<file path="src/rtl/alu_pkg.sv">
// Shared definitions for the ALU arbiter slice: op codes, arbiter FSM states
// and bit positions inside the {OF,ZF,CF,SF} flag bus.
package alu_pkg;

  localparam logic [2:0] OP_ADD = 3'b000;
  localparam logic [2:0] OP_SUB = 3'b001;
  localparam logic [2:0] OP_NOT = 3'b010;
  localparam logic [2:0] OP_AND = 3'b011;
  localparam logic [2:0] OP_OR  = 3'b100;
  localparam logic [2:0] OP_XOR = 3'b101;
  localparam logic [2:0] OP_SLT = 3'b110;
  localparam logic [2:0] OP_EQ  = 3'b111;

  typedef enum logic [1:0] {
    S_IDLE,
    S_EXEC,
    S_RESP
  } state_t;

  localparam int FLAG_SF = 0;
  localparam int FLAG_CF = 1;
  localparam int FLAG_ZF = 2;
  localparam int FLAG_OF = 3;

endpackage

</file>
<file path="src/rtl/alu_core.sv">
// Purely combinational WIDTH-bit ALU. Arithmetic ops share one adder; result
// is WIDTH+1 bits so the carry of add/sub is visible in the top bit.
module alu_core
  import alu_pkg::*;
#(
  parameter int WIDTH = 4
) (
  input  logic [2:0]       op,
  input  logic [WIDTH-1:0] a,
  input  logic [WIDTH-1:0] b,
  output logic [WIDTH:0]   data,
  output logic             of,
  output logic             zf,
  output logic             cf,
  output logic             sf
);

  logic             use_sub;
  logic             arith;
  logic [WIDTH-1:0] b_add;
  logic [WIDTH:0]   sum;
  logic             sum_of;
  logic [WIDTH-1:0] logic_res;

  always_comb begin
    // NOTE: every signal gets a default before the case so no path leaves it
    // unassigned; otherwise synthesis infers a latch.
    use_sub   = (op == OP_SUB) || (op == OP_SLT) || (op == OP_EQ);
    arith     = use_sub || (op == OP_ADD);
    b_add     = use_sub ? ~b : b;
    sum       = {1'b0, a} + {1'b0, b_add} + {{WIDTH{1'b0}}, use_sub};
    // Signed overflow: both addends share a sign that the result does not.
    sum_of    = (a[WIDTH-1] == b_add[WIDTH-1]) && (sum[WIDTH-1] != a[WIDTH-1]);
    logic_res = '0;
    data      = '0;
    of        = 1'b0;
    zf        = 1'b0;
    cf        = 1'b0;
    sf        = 1'b0;

    case (op)
      OP_NOT:  logic_res = ~a;
      OP_AND:  logic_res = a & b;
      OP_OR:   logic_res = a | b;
      OP_XOR:  logic_res = a ^ b;
      default: logic_res = '0;
    endcase

    if (arith) begin
      case (op)
        OP_SLT:  data = {{WIDTH{1'b0}}, sum[WIDTH-1] ^ sum_of};
        OP_EQ:   data = {{WIDTH{1'b0}}, sum[WIDTH-1:0] == '0};
        default: data = sum;
      endcase
      of = sum_of;
      zf = (sum[WIDTH-1:0] == '0);
      cf = sum[WIDTH];
      sf = sum[WIDTH-1];
    end else begin
      data = {1'b0, logic_res};
      zf   = (logic_res == '0);
      sf   = logic_res[WIDTH-1];
    end
  end

endmodule

</file>
<file path="src/rtl/alu_arbiter.sv">
// Round-robin arbiter sharing one alu_core between N_REQ requesters with a
// single operation in flight: IDLE (grant) -> EXEC (compute) -> RESP (return).
module alu_arbiter
  import alu_pkg::*;
#(
  parameter  int N_REQ = 2,
  parameter  int WIDTH = 4,
  localparam int IDW   = $clog2(N_REQ)
) (
  input  logic                   clk,
  input  logic                   rst_n,
  input  logic [N_REQ-1:0]       req_valid,
  output logic [N_REQ-1:0]       req_ready,
  input  logic [3*N_REQ-1:0]     req_op,
  input  logic [WIDTH*N_REQ-1:0] req_a,
  input  logic [WIDTH*N_REQ-1:0] req_b,
  output logic [N_REQ-1:0]       rsp_valid,
  input  logic [N_REQ-1:0]       rsp_ready,
  output logic [WIDTH:0]         rsp_data,
  output logic [3:0]             rsp_flags,
  output logic [IDW-1:0]         rsp_id,
  output logic                   busy,
  output logic [7:0]             op_count
);

  state_t           state_q, state_d;
  logic [IDW-1:0]   last_grant_q;
  logic [IDW-1:0]   grant_q;
  logic [2:0]       op_q;
  logic [WIDTH-1:0] a_q, b_q;

  logic             grant_found;
  logic [IDW-1:0]   grant_idx;
  logic [2:0]       sel_op;
  logic [WIDTH-1:0] sel_a, sel_b;
  logic             handshake;

  logic [WIDTH:0]   alu_data;
  logic             alu_of, alu_zf, alu_cf, alu_sf;
  logic [3:0]       alu_flags;

  // Search starts one past the last completed owner so every requester gets a turn.
  always_comb begin
    int idx;
    idx         = 0;
    grant_found = 1'b0;
    grant_idx   = '0;
    for (int i = 1; i <= N_REQ; i++) begin
      idx = int'(last_grant_q) + i;
      if (idx >= N_REQ) idx = idx - N_REQ;
      if (!grant_found && req_valid[idx[IDW-1:0]]) begin
        grant_found = 1'b1;
        grant_idx   = idx[IDW-1:0];
      end
    end
  end

  always_comb begin
    sel_op = '0;
    sel_a  = '0;
    sel_b  = '0;
    for (int i = 0; i < N_REQ; i++) begin
      if (grant_idx == IDW'(i)) begin
        sel_op = req_op[3*i +: 3];
        sel_a  = req_a[WIDTH*i +: WIDTH];
        sel_b  = req_b[WIDTH*i +: WIDTH];
      end
    end
  end

  assign handshake = (state_q == S_RESP) && rsp_ready[rsp_id];

  always_ff @(posedge clk or negedge rst_n) begin
    // NOTE: state is updated with non-blocking assignments so every register
    // samples pre-edge values regardless of statement order.
    if (!rst_n) state_q <= S_IDLE;
    else        state_q <= state_d;
  end

  always_comb begin
    state_d   = state_q;
    req_ready = '0;
    rsp_valid = '0;
    busy      = 1'b0;
    case (state_q)
      S_IDLE: begin
        if (grant_found) begin
          req_ready[grant_idx] = 1'b1;
          state_d              = S_EXEC;
        end
      end
      S_EXEC: begin
        busy    = 1'b1;
        state_d = S_RESP;
      end
      S_RESP: begin
        busy              = 1'b1;
        rsp_valid[rsp_id] = 1'b1;
        if (handshake) state_d = S_IDLE;
      end
      default: state_d = S_IDLE;
    endcase
  end

  alu_core #(.WIDTH(WIDTH)) u_alu_core (
    .op   (op_q),
    .a    (a_q),
    .b    (b_q),
    .data (alu_data),
    .of   (alu_of),
    .zf   (alu_zf),
    .cf   (alu_cf),
    .sf   (alu_sf)
  );

  always_comb begin
    alu_flags          = '0;
    alu_flags[FLAG_OF] = alu_of;
    alu_flags[FLAG_ZF] = alu_zf;
    alu_flags[FLAG_CF] = alu_cf;
    alu_flags[FLAG_SF] = alu_sf;
  end

  // Result registers are only written in EXEC, so they hold across IDLE.
  always_ff @(posedge clk or negedge rst_n) begin
    if (!rst_n) begin
      last_grant_q <= IDW'(N_REQ - 1);
      grant_q      <= '0;
      op_q         <= '0;
      a_q          <= '0;
      b_q          <= '0;
      rsp_data     <= '0;
      rsp_flags    <= '0;
      rsp_id       <= '0;
      op_count     <= '0;
    end else begin
      case (state_q)
        S_IDLE: begin
          if (grant_found) begin
            grant_q <= grant_idx;
            op_q    <= sel_op;
            a_q     <= sel_a;
            b_q     <= sel_b;
          end
        end
        S_EXEC: begin
          rsp_data  <= alu_data;
          rsp_flags <= alu_flags;
          rsp_id    <= grant_q;
        end
        S_RESP: begin
          if (handshake) begin
            last_grant_q <= grant_q;
            op_count     <= op_count + 8'd1;
          end
        end
        default: ;
      endcase
    end
  end

endmodule

</file>
<file path="config.mk">
export PLATFORM = sky130hd
export DESIGN_NAME = alu_arbiter
export DESIGN_NICKNAME = d
export VERILOG_FILES = /design/src/rtl/alu_pkg.sv /design/src/rtl/alu_core.sv /design/src/rtl/alu_arbiter.sv
export SDC_FILE = /design/constraint.sdc
export NUM_CORES = 1
export LEC_CHECK = 0
export ABC_CLOCK_PERIOD_IN_PS = 6050
export CAP_MARGIN = 0
export CORE_ASPECT_RATIO = 1.25
export CORE_MARGIN = 4
export CORE_UTILIZATION = 50
export DETAILED_ROUTE_END_ITERATION = 8
export DONT_BUFFER_PORTS = 1
export PLACE_DENSITY = 0.71
export SYNTH_ARGS = -nofsm -noshare
export SYNTH_HDL_FRONTEND = slang
export SYNTH_HIERARCHICAL = 1
export SYNTH_SLANG_ARGS = --single-unit
</file>
<file path="constraint.sdc">
create_clock -name clk -period 6.05 [get_ports clk]
set_clock_uncertainty 0.05 [all_clocks]
set_input_delay 1.21 -clock clk [delete_from_list [all_inputs] [get_ports clk]]
set_output_delay 1.21 -clock clk [all_outputs]
set_load 0.02 [all_outputs]
</file>
After elaboration in Yosys (flattened, before gate mapping)
Cells that the tools add are included.

Register bits after elaboration: 33. Input bits: 28. Output and inout bits: 23. Logic and storage cells: 95.

$add $sub $neg: 7. Magnitude comparators: 8. Equal/unequal tests: 13. Muxes and demuxes: 34. Bitwise logic cells: 6. Reductions and logical operators: 17.

Operators by type and width (count): $mux 1 (19); $pmux 4 s4 (1); $eq 3x3->1 const B (4); $mux 4 (3); $mux 2 (5); $pmux 5 s2 (1); $add 8x1->8 const B (1); $logic_not 4->1 (2); $lt 1x2->1 const B (4); $not 4->4 (2); $eq 3x2->1 const B (2); $pmux 2 s3 (1); $reduce_and 2->1 (3); $add 4x4->5 (1); $add 5x1->5 (1); $logic_and 1x1->1 (5); $mux 5 (1); $and 4x4->4 (1); $ne 2x2->1 const B (2); $or 4x4->4 (1); $xor 4x4->4 (1); $add 1x2->3 const B (1); $eq 3x1->1 const B (1); $ge 3x2->1 const B (1); other kinds (16) (21).

Longest topological paths before layout
Word-level depth: 15. Depth in mapped cells: 9. Mapped depth without buffers: 9.

Cells and area by module
The synthesis kept the hierarchy.

Modules (own cells, without submodules): alu_arbiter (times used 1, cells an instance 113, area an instance 1460.2 µm², sequential area each 827.0 µm²); alu_core (times used 1, cells an instance 79, area an instance 600.6 µm², sequential area each 0.0 µm²).

Least setup slack after synthesis
No wires, ideal clock.

Path kind: input-to-output. Start point: in req_valid[1]. End point: out req_ready[1]. Data arrival time: 1714 ps. Data required time: 4790 ps. Setup slack: 3076 ps. Stages on the path: 3. Cells stage by stage: nand2_1 a21oi_1 buf_2.

Cells in the longest elaborated chain, start to end: 12. Elaborated cells on any way between the ends: 17. Classes of those cells: order compare: 2; mux: 12; reduce/logical: 3.

Ends and longest elaborated chain: from (decl) (RTL line alu_arbiter.sv:12) `input logic [N_REQ-1:0] req_valid,`; $mux 1 (implied by the code) (2 in series) (RTL line alu_arbiter.sv:51) `if (!grant_found && req_valid[idx[IDW-1:0]]) begin`; $mux 1 (RTL line alu_arbiter.sv:51); $logic_not 1->1 (RTL line alu_arbiter.sv:51); $logic_and 1x1->1 (RTL line alu_arbiter.sv:51); $mux 1 (RTL line alu_arbiter.sv:51); $lt 1x2->1 (implied by the code) or $ge 1x1->1 (tied branches) (RTL line alu_arbiter.sv:88) `req_ready[grant_idx] = 1'b1;`; $logic_and 1x1->1 (implied by the code) (RTL line alu_arbiter.sv:88); $mux 1 (implied by the code) (RTL line alu_arbiter.sv:88); $demux 1 s1 (RTL line alu_arbiter.sv:88); $mux 2 * (RTL line alu_arbiter.sv:87) `if (grant_found) begin`; $mux 2 * (RTL line alu_arbiter.sv:85) `case (state_q)`; to (decl) (RTL line alu_arbiter.sv:13) `output logic [N_REQ-1:0] req_ready,`.

Every way passes the cells marked *; elsewhere a longest branch is shown, timed or not. The select of a mux whose other input is x is not followed.

Worst setup path after layout
Start point: reg op_q[0]. End point: reg rsp_data[0].

Cells in the longest elaborated chain, start to end: 11. Elaborated cells on any way between the ends: 22. Classes of those cells: add/sub: 2; eq/ne: 9; mux: 4; bitwise: 1; reduce/logical: 6.

Ends and longest elaborated chain: from (decl) (RTL line alu_arbiter.sv:29) `logic [2:0] op_q;`; from (signal assigned) (RTL line alu_arbiter.sv:141) `op_q <= sel_op;`; $eq 3x1->1 or $eq 3x3->1 (tied branches) (RTL line alu_core.sv:28, alu_core.sv:50); $logic_or 1x1->1 (2 in series) (RTL line alu_core.sv:28) `use_sub = (op == OP_SUB) || (op == OP_SLT) || (op == OP_EQ);`; $mux 4 (RTL line alu_core.sv:30) `b_add = use_sub ? ~b : b;`; $add 4x4->5 (RTL line alu_core.sv:31) `sum = {1'b0, a} + {1'b0, b_add} + {{WIDTH{1'b0}}, use_sub};`; $add 5x1->5 (RTL line alu_core.sv:31); $ne 1x1->1 (RTL line alu_core.sv:33) `sum_of = (a[WIDTH-1] == b_add[WIDTH-1]) && (sum[WIDTH-1] != a[WIDTH-1]);`; $logic_and 1x1->1 (RTL line alu_core.sv:33); $xor 1x1->1 (RTL line alu_core.sv:51) `OP_SLT: data = {{WIDTH{1'b0}}, sum[WIDTH-1] ^ sum_of};`; $pmux 5 s2 (RTL line alu_core.sv:50) `case (op)`; $mux 5 * (RTL line alu_core.sv:49) `if (arith) begin`; net alu_data[0] (RTL line alu_arbiter.sv:38) `logic [WIDTH:0] alu_data;`; to (signal assigned) (RTL line alu_arbiter.sv:147) `rsp_data <= alu_data;`; to (decl) (RTL line alu_arbiter.sv:19) `output logic [WIDTH:0] rsp_data,`.

Mark *: on every way through the listed nets, which the timed path passes. The rest lies on a longest branch. A chain may end at the register's enable or synchronous reset.

==> metrics.md <==
| Metric | Value |
|---|---|
| Clock tree from TritonCTS | yes |
| Number of warnings printed during yosys synthesis | 6 |
| Post-synthesis instance area | 2060 um^2 |
| Final Max Slew Viols | 0 |
| Leading cell types by count after synthesis | sky130_fd_sc_hd__dfrtp_1, sky130_fd_sc_hd__inv_1, sky130_fd_sc_hd__ha_1, sky130_fd_sc_hd__xnor2_1 |
| Flops & latches, synth | 33 |
| Area growth from synthesis to layout | 5.34% |
| First-pass GRT wire length | 7690 um |
| End of the worst hold path | last_grant_q |
| Min-delay worst type | register to register |
| Leakage power summed over all cells | 1.03 nW |
| Placed cell count | 240 |
| Startpoint of the lowest-slack hold path | last_grant_q |
| DR iter-0 viols | 72 |
| Routability congestion estimate from global placement | 0.826 |
| Non-Filler Instances | 248 |
| Portion of the post-synthesis area used by sequential elements | 0.401 |
| Critical path cell sequence | or3b_1, a21boi_1, xnor2_1, ha_1, a21o_1, a31oi_4, xnor2_1, o32ai_1, mux2_2 |
| Total negative slack | 0 ns |
| Cell types occupying the most area after synthesis | sky130_fd_sc_hd__dfrtp_1, sky130_fd_sc_hd__ha_1, sky130_fd_sc_hd__mux2_2 |
| Min Clock Period, post-route | 3.02 ns |
| Library cell appearing most often on the critical path | sky130_fd_sc_hd__xnor2_1 |
| Antenna violations before repair | 0 |
| IO Count | 51 |
| Cells after Synth | 192 |
| Critical Path AT | 3.13 ns |
| Clk sinks | 33 |
| Worst-path fanout max | 15 |
| Diode count | 0 |
| Critical path launch point | op_q[0] |
| Pre-CTS setup slack | 3.11 ns |
| Overall fraction of global-route tracks in use | 0.192 |
| Effective utilization at floorplan | 0.531 |
| Class of the most critical setup path | register to register |
| Maximum number of pins on one net before global-route repair | 34 |
| Number of gates resized after CTS | 0 |
| Critical Path Max Stage Delay | 0.64 ns |
| Top-count cell post-synth | sky130_fd_sc_hd__dfrtp_1 |
| Result of the run | completed |
| DP HPWL | 3550 um |
| Total wire length | 4540 um |
| Slew Limit Headroom | 0.433 |
| Count of buffers from port buffering | 0 |
| Drt first pass iters | 6 |
| Number of library cell types mapped by synthesis | 49 |
| Critical path launch point type | register |
| Tightest Pin Transition | 0.845 ns |
| Flip-flop cell with the highest count after synthesis | sky130_fd_sc_hd__dfrtp_1 |
| Maximum level of the CTS H-tree | 2 |
| Net Count, Synth | 237 |
| Number of setup buffers added after CTS | 0 |
| Power per cell area | 680 nW/um^2 |
| Share of async-settable or async-resettable flops after synthesis | 1.00 |
| Maximum frequency from static timing analysis | 0.331 GHz |
| Slowest stage cell on the critical path | sky130_fd_sc_hd__dfrtp_1 |
| Wire per inst | 18.3 um |
| Worst Setup Slack, final | 3.03 ns |
| Yosys top cell area share | 0.389 |
| Most area-hungry cell type in the Yosys netlist | sky130_fd_sc_hd__dfrtp_1 |
| Overflow left after global routing | 0 |
| Die outline height | 79.8 um |
| Via-per-instance ratio | 5.98 |
| Peak VDD IR | 0.335 mV |
| Total DRC errors in the routed layout | 0 |
| Nets | 238 |
| Core outline area | 3880 um^2 |
| Final antenna-violating net count | 0 |
| Total Power Consumption | 1.48 mW |
| Number of buffers created by CTS | 5 |
| Clock slew at the register clock pins of the worst setup and hold paths | 0.07 ns |
| Clock latency at the later pin of the worst-skew pair | 0.28 ns |
| Area of the die | 5220 um^2 |
| Critical register-to-register path endpoint | rsp_data[0] |
| Number of rows created at floorplan | 25 |
| Final clock period utilization by the worst path | 0.500 |
| Number of flops mapped to enable cells by yosys | 0 |
| Setup repair after global routing missed its margin | no |
| Required time at the worst-slack endpoint | 6.16 ns |
| Mean instance size in the synthesized netlist | 10.7 um^2 |
| Cell at the root of the clock tree | sky130_fd_sc_hd__clkbuf_8 |
| Deepest clock path buffer count | 2 |
| Die Wd | 65.4 um |
| Worst r2r path cells | 9 |
| Register-to-register setup slack | 3.03 ns |
| WHS Path Cells | 2 |
| Vias after detailed routing | 1482 |
| Setup-violating endpoint count in the final report | 0 |
| Proportion of layout cells with a drive suffix above 1 | 0.180 |
| Critical path capture point type | register |
| Count of hold-fix buffers inserted at cts | 0 |
| Via count of the first global-routing pass | 1642 |
| Max-cap violations | 0 |
| Launching point of the worst reg2reg path | op_q[0] |
| Number of hold-slack violations in the final timing report | 0 |
registers in the layout, indices dropped and copies added (netlist names), 2 cells and up:
signal,cells
a_q,4
op_q,3
rsp_flags,4
rsp_data,5
b_q,4
state_q,2
op_count,8
metal layers:
metal	track usage	wire length, um
met5	0	0
met4	0.0954	93
met3	0.0592	279
met2	0.337	2480
met1	0.206	1680
worst max-delay path by stage:
stage          slack [ns]  depth (start not counted)            to
2_1_floorplan        3.08                          3  req_ready[1]
3_5_place_dp         3.11                          9  rsp_flags[0]
5_1_grt              2.86                          9  rsp_flags[0]
6_report             3.03                          9   rsp_data[0]
4_1_cts              3.05                          9  rsp_flags[0]
3_3_place_gp         3.18                          9  rsp_flags[0]
power breakdown:
group	leakage [nW]	switching, mW	internal [mW]
clock	0.0450	0.0744	0.0795
combinational	0.569	0.435	0.388
sequential	0.415	0.184	0.315
total	1.03	0.694	0.783
worst max-delay path, delay by kind of cell, from the launching register on:
family,cells,cell delay (ns)
simple gates,1,0.45
fa+ha+maj,1,0.37
compound gates,4,0.76
xor+xnor,2,0.35
flops,1,0.64
mux,1,0.27
cell type report:
| type | count | area, um^2 |
|---|---|---|
| clock buffer | 6 | 72.6 |
| clock inverter | 2 | 10.0 |
| fill | 353 | 1710 |
| inverter | 24 | 90.1 |
| multi-input combinational | 127 | 1090 |
| sequential | 33 | 827 |
| tap | 54 | 67.6 |
| timing repair buffer | 2 | 15.0 |
cells in the final DEF (no fill, tap or decap), types with 3 or more instances in the layout:
cell,instances
sky130_fd_sc_hd__nor2_1,6
sky130_fd_sc_hd__mux2_2,11
sky130_fd_sc_hd__o21ai_0,6
sky130_fd_sc_hd__o21ai_1,3
sky130_fd_sc_hd__inv_1,24
sky130_fd_sc_hd__ha_1,16
sky130_fd_sc_hd__a21oi_1,4
sky130_fd_sc_hd__nand4_1,3
sky130_fd_sc_hd__nand2_1,11
sky130_fd_sc_hd__xnor2_1,12
sky130_fd_sc_hd__dfrtp_1,32
sky130_fd_sc_hd__a222oi_1,11
sky130_fd_sc_hd__a21o_1,3
sky130_fd_sc_hd__nand2b_1,3
sky130_fd_sc_hd__clkbuf_8,5
cells by family after synthesis:
| logic type | Yosys count | share of synthesized area |
|---|---|---|
| mux | 16 | 0.0911 |
| fa+ha+maj | 17 | 0.107 |
| xor+xnor | 14 | 0.0595 |
| simple gates | 38 | 0.108 |
| flops | 33 | 0.401 |
| buf+inv | 32 | 0.0704 |
| compound gates | 42 | 0.163 |
per-stage QoR:
step | instance area, um^2 | utilization | hold WS, ns
after CTS | 2170 | 0.560 | 0.468
after global placement | 2090 | 0.538 | 0.446
after detailed placement | 2090 | 0.538 | 0.458
after floorplan | 2060 | - | 0.416
final | 2170 | 0.560 | 0.470
after global routing | 2170 | 0.560 | 0.503
Power figures use the tool's default switching activity.
